### src/rtl/fetch_debug_controller.sv
// ---------------------------------------------------------------------------
// fetch_debug_controller
//
// Debug-side sequencer for the instruction-fetch stage. Assembles 32-bit
// program words from a UART byte stream (little-endian), writes them into
// instruction memory through the fetch stage's write port, then gates the
// stage's step enable for continuous run ('C') or single step ('S').
// Execution stops when the fetched instruction equals HALT_WORD.
//
// Optional feature macro: CYCLE_LIMIT_EN
//   defined   -> run watchdog; after MAX_RUN_CYCLES step cycles the run is
//                forced to HALT and o_timeout is set (sticky until reset).
//   undefined -> no watchdog counter is built; o_timeout is tied to 0.
//
// Ports
//   i_clk            clock
//   i_rst            asynchronous, active-low reset
//   i_rx_valid       one-cycle strobe, i_rx_data valid
//   i_rx_data        received byte
//   i_fetched_instr  instruction currently output by the fetch stage
//   o_inst_mem_wr_en one-cycle instruction memory write pulse
//   o_inst_mem_addr  byte write address (word index * 4)
//   o_inst_mem_data  write data
//   o_step           advance enable for PC and cycle counter (combinational)
//   o_state          current FSM state code
//   o_halted         high while in HALT (registered)
//   o_load_err       sticky: a load exceeded MEM_DEPTH
//   o_timeout        sticky watchdog flag
// ---------------------------------------------------------------------------
module fetch_debug_controller #(
    parameter int              NBITS          = 32,
    parameter int              MEM_DEPTH      = 256,
    parameter logic [NBITS-1:0] HALT_WORD     = 32'hFFFF_FFFF,
    parameter int              MAX_RUN_CYCLES = 4096
) (
    input  logic             i_clk,
    input  logic             i_rst,
    input  logic             i_rx_valid,
    input  logic [7:0]       i_rx_data,
    input  logic [NBITS-1:0] i_fetched_instr,
    output logic             o_inst_mem_wr_en,
    output logic [NBITS-1:0] o_inst_mem_addr,
    output logic [NBITS-1:0] o_inst_mem_data,
    output logic             o_step,
    output logic [2:0]       o_state,
    output logic             o_halted,
    output logic             o_load_err,
    output logic             o_timeout
);

    typedef enum logic [2:0] {
        IDLE      = 3'd0,
        LOAD_CNT  = 3'd1,
        LOAD_DATA = 3'd2,
        RUN       = 3'd3,
        HALT      = 3'd4
    } state_t;

    localparam logic [7:0] CMD_LOAD  = 8'h4C;
    localparam logic [7:0] CMD_CONT  = 8'h43;
    localparam logic [7:0] CMD_STEP  = 8'h53;
    localparam logic [7:0] CMD_PAUSE = 8'h50;

    state_t           r_state;
    logic             r_step_req;
    logic             r_halted;
    logic             r_load_err;
    logic             r_wr_en;
    logic [NBITS-1:0] r_addr;
    logic [NBITS-1:0] r_wr_data;
    logic [23:0]      r_partial;    // first three bytes of the word in flight
    logic [1:0]       r_byte_cnt;
    logic [7:0]       r_index;      // word index of the word in flight
    logic [7:0]       r_word_cnt;   // N from the LOAD_CNT byte

    logic w_halt_hit;
    logic w_timeout_hit;

    assign w_halt_hit = (i_fetched_instr == HALT_WORD);

`ifdef CYCLE_LIMIT_EN
    localparam int CNT_W = $clog2(MAX_RUN_CYCLES + 1);
    localparam logic [CNT_W-1:0] RUN_LIMIT = CNT_W'(MAX_RUN_CYCLES);

    logic [CNT_W-1:0] r_run_cnt;
    logic             r_timeout;

    // The counter is held at zero outside RUN, so it starts from zero on
    // every RUN entry; RUN is left on the limit cycle, so it never wraps.
    assign w_timeout_hit = (r_state == RUN) && (r_run_cnt == RUN_LIMIT);

    always_ff @(posedge i_clk or negedge i_rst) begin
        if (!i_rst) begin
            r_run_cnt <= '0;
            r_timeout <= 1'b0;
        end else begin
            r_run_cnt <= (r_state == RUN) ? r_run_cnt + 1'b1 : '0;
            if (w_timeout_hit)
                r_timeout <= 1'b1;
        end
    end

    assign o_timeout = r_timeout;
`else
    assign w_timeout_hit = 1'b0;
    assign o_timeout     = 1'b0;
`endif

    // Halt (and the watchdog) must kill the step in the same cycle the
    // condition appears, so this path stays combinational.
    assign o_step = ((r_state == RUN) | r_step_req) & ~w_halt_hit & ~w_timeout_hit;

    // NOTE: every register in this block uses non-blocking assignment so all
    // state updates see pre-edge values regardless of statement order.
    always_ff @(posedge i_clk or negedge i_rst) begin
        if (!i_rst) begin
            r_state    <= IDLE;
            r_step_req <= 1'b0;
            r_halted   <= 1'b0;
            r_load_err <= 1'b0;
            r_wr_en    <= 1'b0;
            r_addr     <= '0;
            r_wr_data  <= '0;
            r_partial  <= '0;
            r_byte_cnt <= '0;
            r_index    <= '0;
            r_word_cnt <= '0;
        end else begin
            // Pulses default low; only the assigning branch raises them.
            r_wr_en    <= 1'b0;
            r_step_req <= 1'b0;

            case (r_state)
                IDLE: begin
                    if (r_step_req && w_halt_hit) begin
                        r_state  <= HALT;
                        r_halted <= 1'b1;
                    end else if (i_rx_valid) begin
                        case (i_rx_data)
                            CMD_LOAD: begin
                                r_state    <= LOAD_CNT;
                                r_load_err <= 1'b0;
                                r_index    <= '0;
                                r_byte_cnt <= '0;
                            end
                            CMD_CONT: r_state    <= RUN;
                            CMD_STEP: r_step_req <= 1'b1;
                            default:  ;
                        endcase
                    end
                end

                LOAD_CNT: begin
                    if (i_rx_valid) begin
                        r_word_cnt <= i_rx_data;
                        r_state    <= (i_rx_data == 8'd0) ? IDLE : LOAD_DATA;
                    end
                end

                LOAD_DATA: begin
                    if (i_rx_valid) begin
                        r_byte_cnt <= r_byte_cnt + 2'd1;
                        if (r_byte_cnt == 2'd3) begin
                            // Out-of-range words are still consumed so the
                            // byte stream stays aligned to the word count.
                            if (32'(r_index) < MEM_DEPTH) begin
                                r_wr_en   <= 1'b1;
                                r_addr    <= NBITS'({r_index, 2'b00});
                                r_wr_data <= NBITS'({i_rx_data, r_partial});
                            end else begin
                                r_load_err <= 1'b1;
                            end
                            r_index <= r_index + 8'd1;
                            if (r_index == r_word_cnt - 8'd1)
                                r_state <= IDLE;
                        end else begin
                            r_partial[8*r_byte_cnt +: 8] <= i_rx_data;
                        end
                    end
                end

                RUN: begin
                    // Halt wins over a simultaneous pause byte.
                    if (w_halt_hit || w_timeout_hit) begin
                        r_state  <= HALT;
                        r_halted <= 1'b1;
                    end else if (i_rx_valid && i_rx_data == CMD_PAUSE) begin
                        r_state <= IDLE;
                    end
                end

                HALT: begin
                    if (i_rx_valid && i_rx_data == CMD_LOAD) begin
                        r_state    <= LOAD_CNT;
                        r_halted   <= 1'b0;
                        r_load_err <= 1'b0;
                        r_index    <= '0;
                        r_byte_cnt <= '0;
                    end
                end

                default: begin
                    r_state  <= IDLE;
                    r_halted <= 1'b0;
                end
            endcase
        end
    end

    assign o_inst_mem_wr_en = r_wr_en;
    assign o_inst_mem_addr  = r_addr;
    assign o_inst_mem_data  = r_wr_data;
    assign o_state          = r_state;
    assign o_halted         = r_halted;
    assign o_load_err       = r_load_err;

endmodule
### config.mk
export PLATFORM = sky130hd
export DESIGN_NAME = fetch_debug_controller
export DESIGN_NICKNAME = d
export VERILOG_FILES = /design/src/rtl/fetch_debug_controller.sv
export SDC_FILE = /design/constraint.sdc
export NUM_CORES = 1
export LEC_CHECK = 0
export CORE_MARGIN = 10
export CORE_UTILIZATION = 46
export CTS_BUF_LIST = sky130_fd_sc_hd__clkbuf_2
export DETAILED_ROUTE_END_ITERATION = 16
export PLACE_DENSITY_LB_ADDON = 0.15
export SETUP_SLACK_MARGIN = 0.05
export SYNTH_ARGS = -nofsm -noshare
export SYNTH_HDL_FRONTEND = slang
export SYNTH_SLANG_ARGS = --single-unit
### constraint.sdc
create_clock -name i_clk -period 1.75 [get_ports i_clk]
set_input_delay 0.35 -clock i_clk [delete_from_list [all_inputs] [get_ports i_clk]]
set_output_delay 0.35 -clock i_clk [all_outputs]
set_load 0.1 [all_outputs]
* Word level (Yosys, flattened, before mapping)
Index checks and enable logic that the tools add are counted.
Widths: inputs -> output; s select.
** Word-level totals
- Input port bits :: 43
- Register bits :: 89
** Operators by class
- $add $sub $neg :: 4
- Mux-type cells :: 41
- Equality and inequality tests :: 24
- Reduce and logical (&&, ||, !) cells :: 16
- Bitwise operators :: 5
- Shifts and indexed selects :: 2
** Operators with widths (count)
- $mux 8 :: 6
- $neg 5->34 :: 1
- $shift 8x34->24 const A :: 1
- $shiftx 8x34->24 :: 1
- $eq 32x32->1 const B :: 1
- $eq 8x7->1 const B :: 4
- $mux 3 :: 9
- $bwmux 24 :: 1
- $pmux 8 s3 :: 1
- $ne 2x2->1 const B :: 10
- $pmux 3 s5 :: 1
- $mux 1 :: 13
- $mux 2 :: 6
- $add 8x1->8 const B :: 1
- $eq 8x8->1 :: 1
- $logic_not 8->1 :: 1
- $reduce_and 8->1 :: 1
- $sub 8x1->8 const B :: 1
- $reduce_and 7->1 :: 1
- $eq 3x2->1 const B :: 2
- $pmux 2 s3 :: 1
- $pmux 3 s2 :: 1
- $reduce_and 3->1 :: 2
- $reduce_and 6->1 :: 1
- other kinds (20) :: 24

* Longest topological paths before layout
Gate-level depths: netlist of the first run.
- Word-level depth :: 6
- Gate-level depth with buffers :: 8
- Gate-level depth less buffers :: 8

* Worst setup path before layout of the first run
No wires, ideal clock.
- Path kind :: reg-to-output
- Start :: reg r_state[0] (netlist: o_state[0])
- End :: out o_step
- Required time :: 1400 ps
- Cell stages (with the launch flop) :: 5
- Buffers on the path :: 1
- Arrival time :: 2173 ps
- Path slack :: -773 ps
- Cell sequence :: dfrtp_1 -> buf_2 -> inv_1 -> nor2_1 -> o21a_1
** On the way
- Longest elaborated chain between the ends :: 3
** RTL lines
- from (decl) :: RTL line 64 : state_t r_state;
- from (signal assigned) :: RTL line 156 : r_state <= (i_rx_data == 8'd0) ? IDLE : LOAD_DATA;
- $eq 3x2->1 :: RTL line 111 : assign o_step = ((r_state == RUN) | r_step_req) & ~w_halt_hit & ~w_timeout_hit;
- $or 1x1->1 :: RTL line 111
- $and 1x1->1 :: RTL line 111
- to (decl) :: RTL line 44 : output logic o_step,
Every way passes these cells.

* Worst setup path after layout of the first run
- Start :: reg r_state[2] (netlist: o_state[2])
- End :: out o_step
Same word-level chain as after synthesis.

==> flow_metrics.env, run 1 <==
export IMPL_outcome="finished with violations"
export IMPL_violations="setup timing"
export IMPL_gp_congestion=0.925
export IMPL_fillers=621
export IMPL_cp_end_kind="output port"
export IMPL_max_stage_delay_ps=530
export IMPL_drive_gt1_share_pct=34.2
export IMPL_power_internal_w=0.00603
export IMPL_grt_max_degree=44
export IMPL_ys_top_cells_by_area="dfrtp_1 (51%), nand2_1 (7.4%), o21ai_0 (7.3%)"
export IMPL_design_area_um2=6930
export IMPL_top_level_ports=115
export IMPL_power_density_nw_per_um2=1740
export IMPL_swShare_pct=50.0
export IMPL_cts_root_buffer="clkbuf_2"
export IMPL_synth_ff_type="dfrtp_1"
export IMPL_hold_viol=0
export IMPL_syn_mean_instance_area_um2=9.39
export IMPL_critPathRequiredTime_ps=1400
export IMPL_synthTopCellsByCount="dfrtp_1 (88), nand2_1 (86), o21ai_0 (64)"
export IMPL_core_area_um2=9240
export IMPL_vdd_ir_drop_max_mv=0.982
export IMPL_final_setup_worst_slack_ps=-239
export IMPL_synth_area_um2=4360
export IMPL_crit_slowest_cell="dfrtp_4"
export IMPL_ys_warn_count=0
export IMPL_dieArea_um2=13800
export IMPL_grt_usage_pct=17.1
export IMPL_drv_cap=0
export IMPL_synth_seq_cells=88
export IMPL_dpl_cell_area_um2=6100
export IMPL_clk_latency_ps=570
export IMPL_wl_mm=13.5
export IMPL_fmax_mhz=503
export IMPL_rsz0062_at_grt="yes"
export IMPL_synth_top_area_share_pct=50.5
export IMPL_htree_levels=3
export IMPL_path_max_fanout=2
export IMPL_clock_sinks=88
export IMPL_final_cells=758
export IMPL_grt_overflow_total=0
export IMPL_die_height_um=117
export IMPL_rows=35
export IMPL_path_cells="nand2b_4 -> nor2_4 -> o21a_4 -> buf_12"
export IMPL_drc=0
export IMPL_nets=674
export IMPL_cts_tree="built"
export IMPL_crit_type="reg2out"
export IMPL_syn_inst=464
export IMPL_finalCriticalPeriod_ps=1990
export IMPL_wire_per_inst_um=17.8
export IMPL_cp_arrival_ps=1640
export IMPL_initial_core_util_pct=47.2
export IMPL_yosysUniqueCellTypes=54
export IMPL_postRouteAntennaNets=0
export IMPL_synthArstFlopShare_pct=100
export IMPL_synth_most_common_cell="dfrtp_1"
export IMPL_first_pass_iters=5
export IMPL_antenna_found_initial=0
export IMPL_ff2ff_path_depth=8
export IMPL_skew_ps=47.2
export IMPL_yosysTopAreaCell="dfrtp_1"
export IMPL_clk_pin_slew_ps=240
export IMPL_drt_iter0_drc=292
export IMPL_dpl_hpwl_mm=8.91
export IMPL_synth_edff_count=0
export IMPL_finalSetupViolations=30
export IMPL_min_period_over_period_pct=114
export IMPL_pwr_share_comb_pct=63.4
export IMPL_chipWidth_um=117
export IMPL_pwr_share_seq_pct=27.8
export IMPL_numCtsBuffers=9
export IMPL_area_growth_pct=59.0
export IMPL_routed_via_density=5.30
export IMPL_clockBufferDepth=2
export IMPL_grt_pass1_wl_mm=19.6
export IMPL_insertedDiodeCount=0
export IMPL_io_buffers=88
export IMPL_leakage_nw=3.25
export IMPL_slew_viol_final=0
export IMPL_power_share_clock_pct=8.8
export IMPL_vias=4017
export IMPL_min_path_type="in2async"
export IMPL_dp_cells=703
export IMPL_total_power_w=0.0121
export IMPL_preCtsSetupSlack_ps=-728
export IMPL_start_kind="register"
export IMPL_synth_seq_area_share_pct=50.5
export IMPL_hold_slack_ps=228
export IMPL_p_switching_w=0.00603
export IMPL_first_global_vias=3895
kinds of logic (layout without fill, tap and decap cells):
logic type | count (synthesis) | count (layout) | share of synthesized area [%]
simple gates | 174 | 174 | 20.7
compound gates | 98 | 98 | 13.1
flops | 88 | 88 | 50.5
buf+inv | 80 | 220 | 9.99
xor+xnor | 10 | 10 | 2.01
fa+ha+maj | 7 | 7 | 2.01
mux | 6 | 6 | 1.55
other cells | 1 | 26 | 0.0861
path summary, 6_finish.rpt:
kind	from	endpoint	slack, ps
setup reg to reg	o_state[2]	r_index[4]	-210
hold / removal	i_rst	o_inst_mem_data[22]	230
hold reg to reg	r_partial[5]	o_inst_mem_data[5]	500
min in group i_clk	i_rx_data[7]	r_partial[15]	260
setup / recovery	o_state[2]	o_step	-240
max in group asynchronous	i_rst	o_state[0]	950
cell usage in the layout (no fill, tap or decap), drive strengths merged, types with 4 or more instances in the layout:
master and instances:
nand3 31, a31oi 4, o31ai 7, conb 26, xnor2 6, clkbuf 11, o21a 4, nor2 15
buf 126, xor2 4, nand2 87, dfrtp 88, nand4 12, nor4 4, mux2 6, o21ai 64
a21oi 7, ha 7, clkdlybuf4s50 17, clkinv 4, dlymetal6s2s 7, inv 34, dlygate4sd2 17, nor3b 5
stage by stage:
stage	setup TNS [ps]	util (%)
after global routing	-5560	75.0
after detailed placement	-10340	66.0
after floorplan	-8670	-
final	-1820	75.0
after CTS	-956	70.8
after global placement	-9620	66.0
timing repair:
item	in CTS	in global routing
hold buffers	1	0
pin swaps	20	14
endpoints found under the hold margin	31	0
endpoints found under the setup margin	29	87
resized for setup	48	74
setup buffers	17	16
gates cloned	3	5
power groups by stage:
| stage | clock [W] | combinational [W] | sequential [W] |
|---|---|---|---|
| finish | 0.00107 | 0.00765 | 0.00335 |
| CTS | 0.00107 | 0.00713 | 0.00334 |
| floorplan | 0 | 0.00219 | 0.00546 |
| global placement | 0 | 0.00660 | 0.00335 |
| global route | 0.00118 | 0.00797 | 0.00344 |
| detailed placement | 0 | 0.00671 | 0.00339 |
layer usage:
metal	vias to the layer above	GRT usage, %	routed length [um]
met3	41	5.08	809
met1	1945	17.8	4860
met2	179	31.8	7470
met5	-	0	0
li1	1852	-	-
met4	0	5.87	352
layout make-up:
type	instances	area, um^2	share of cell area (%)
clock buffer	9	45.0	0.650
sequential	88	2210	31.9
tap	129	161	2.33
clock inverter	7	71.3	1.03
multi-input combinational	321	2060	29.8
timing repair inverter	2	13.8	0.199
inverter	32	136	1.97
timing repair buffer	170	2230	32.1
flip-flops by register name, indices dropped and copies added (netlist names):
signal / flops
r_byte_cnt: 2
o_halted: 1
r_word_cnt: 8
o_state: 3
o_inst_mem_wr_en: 1
o_inst_mem_addr: 8
o_inst_mem_data: 32
r_step_req: 1
r_index: 8
r_partial: 24
critical path: cells and delay by family (launching register included):
family / cells / cell delay (ps)
AND/OR/NAND/NOR: 2 / 260
flip-flops: 1 / 530
buffers and inverters: 1 / 160
AO/OA/AOI/OAI: 1 / 140
(Power assumes the default switching activity.)
==> run 2: changes to the inputs <==
--- a/config.mk
+++ b/config.mk
@@ -10,6 +10,7 @@
 export CTS_BUF_LIST = sky130_fd_sc_hd__clkbuf_2
 export DETAILED_ROUTE_END_ITERATION = 16
 export PLACE_DENSITY_LB_ADDON = 0.15
+export RECOVER_POWER = 100
 export SETUP_SLACK_MARGIN = 0.05
 export SYNTH_ARGS = -nofsm -noshare
 export SYNTH_HDL_FRONTEND = slang
==> run 2 against run 1 <==
  * The flow still finishes with violations (setup timing)
  * Die area is the same
  * Clock power is essentially flat
  * Register-to-register slack is essentially flat
  * First-iteration DRC count grew 11%
  * Via count grew 0.40%
  * Sequential share of layout area grew 2.8 points
  * Clock skew is essentially flat
==> flow_metrics.env, run 2 (synthesis gave the netlist of run 1 again) <==
export IMPL_fin_tns_setup_ps=-7120
export IMPL_htree_levels=3
export IMPL_critPathRequiredTime_ps=1400
export IMPL_numCtsBuffers=9
export IMPL_rows=35
export IMPL_wire_per_inst_um=18.0
export IMPL_drv_cap=0
export IMPL_vias=4033
export IMPL_mostFrequentLayoutCell="dfrtp_1"
export IMPL_cp_end_kind="output port"
export IMPL_finalSetupViolations=78
export IMPL_hold_viol=0
export IMPL_final_cell_mix="dfrtp_1 (85), nand2_1 (83), buf_4 (80)"
export IMPL_largest_reg_flops=32
export IMPL_gp_congestion=0.925
export IMPL_grt_max_degree=44
export IMPL_clockBufferDepth=2
export IMPL_clock_sinks=88
export IMPL_grt_usage_pct=17.1
export IMPL_relSlewSlack_pct=49.7
export IMPL_insertedDiodeCount=0
export IMPL_cp_arrival_ps=1640
export IMPL_nets=674
export IMPL_routed_via_density=5.32
export IMPL_first_global_vias=3895
export IMPL_tightestPinTransition_ps=755
export IMPL_leakage_nw=3.10
export IMPL_top_level_ports=115
export IMPL_drt_iter0_drc=323
export IMPL_clk_pin_slew_ps=260
export IMPL_antenna_found_initial=0
export IMPL_core_area_um2=9240
export IMPL_crit_type="reg2out"
export IMPL_vdd_ir_drop_max_mv=0.969
export IMPL_dpl_hpwl_mm=8.91
export IMPL_final_setup_worst_slack_ps=-239
export IMPL_io_buffers=88
export IMPL_grt_pass1_wl_mm=19.6
export IMPL_total_power_w=0.0111
export IMPL_slew_viol_final=0
export IMPL_initial_core_util_pct=47.2
export IMPL_path_max_fanout=2
export IMPL_skew_ps=47.3
export IMPL_use_met1_pct=17.8
export IMPL_finalCriticalPeriod_ps=1990
export IMPL_min_period_over_period_pct=114
export IMPL_final_util_pct=68.9
export IMPL_cts_tree="built"
export IMPL_drive_gt1_share_pct=33.9
export IMPL_r2r_start="o_state[2]"
export IMPL_drc=0
export IMPL_area_growth_pct=46.0
export IMPL_start_kind="register"
export IMPL_use_met3_pct=5.08
export IMPL_grt_met2_usage_pct=31.8
export IMPL_setup_worst_path_start="o_state[2]"
export IMPL_preCtsSetupSlack_ps=-728
export IMPL_outcome="finished with violations"
export IMPL_hp_start="i_rx_data[7]"
export IMPL_clk_latency_ps=560
export IMPL_min_path_type="in2reg"
export IMPL_fmax_mhz=503
export IMPL_chipWidth_um=117
export IMPL_violations="setup timing"
export IMPL_cts_root_buffer="clkbuf_2"
export IMPL_first_pass_iters=5
export IMPL_grt_overflow_total=0
export IMPL_dieArea_um2=13800
export IMPL_grt_busiest_layer="met2"
export IMPL_rsz0062_at_grt="yes"
export IMPL_die_height_um=117
export IMPL_wl_mm=13.6
export IMPL_postRouteAntennaNets=0
export IMPL_power_density_nw_per_um2=1740
==> run 2: changes by cell type in the layout (fill, tap and decap cells not counted), sizes merged <==
cell    before  now
clkbuf      11   25
buf        126  112
==> run 2: layer usage <==
layer  vias to the layer above  routed length [um]  share of wire (%)
li1                       1856                   -                  -
met1                      1976                5110                 38
met2                       162                7450                 55
met3                        39                 694                5.1
met4                         0                 349                2.6
met5                         -                   0                  0
==> run 2: report_power, final <==
group	total [W]	leakage [nW]	switching, W	internal (W)
Combinational	0.00683	1.87	0.00467	0.00216
Clock	0.00107	0.0659	0.000739	0.000329
Sequential	0.00318	1.16	0.000440	0.00274
Total	0.0111	3.10	0.00585	0.00523
==> run 2: path summary, 6_finish.rpt <==
kind	end	slack [ps]	cells after the start
setup / recovery	o_step	-240	4
hold / removal	r_partial[15]	260	4
setup reg to reg	r_index[4]	-210	8
hold reg to reg	o_inst_mem_data[31]	500	2
max in group asynchronous	r_index[4]	290	3
min in group asynchronous	o_inst_mem_data[22]	360	2
==> run 2: repair_timing <==
action / 4_1_cts / 5_1_grt
endpoints found under the setup margin: 29 / 87
endpoints found under the hold margin: 31 / 0
hold buffers: 1 / 0
resized for setup: 48 / 74
buffers inserted: 17 / 16
gates cloned: 3 / 5
pin swaps: 20 / 14
==> run 2: worst max-delay path, stage by stage, from the launching register on <==
cell and delay, ps:
dfrtp_4 540, nand2b_4 160, nor2_4 100, o21a_4 140
buf_12 160
==> run 2: area by class of cell <==
| cell class | instances | area (um^2) |
|---|---|---|
| clock buffer | 9 | 45.0 |
| clock inverter | 7 | 71.3 |
| fill | 704 | 2880 |
| inverter | 32 | 136 |
| multi-input combinational | 321 | 2050 |
| sequential | 88 | 2210 |
| tap | 129 | 161 |
| timing repair buffer | 170 | 1670 |
| timing repair inverter | 2 | 13.8 |
==> run 2: through the flow <==
step	std cells	area [um^2]	hold WS (ps)
2_1_floorplan	489	4540	54.4
3_3_place_gp	703	6100	312
3_5_place_dp	703	6100	313
4_1_cts	739	6540	213
5_1_grt	758	6360	240
6_report	758	6360	261
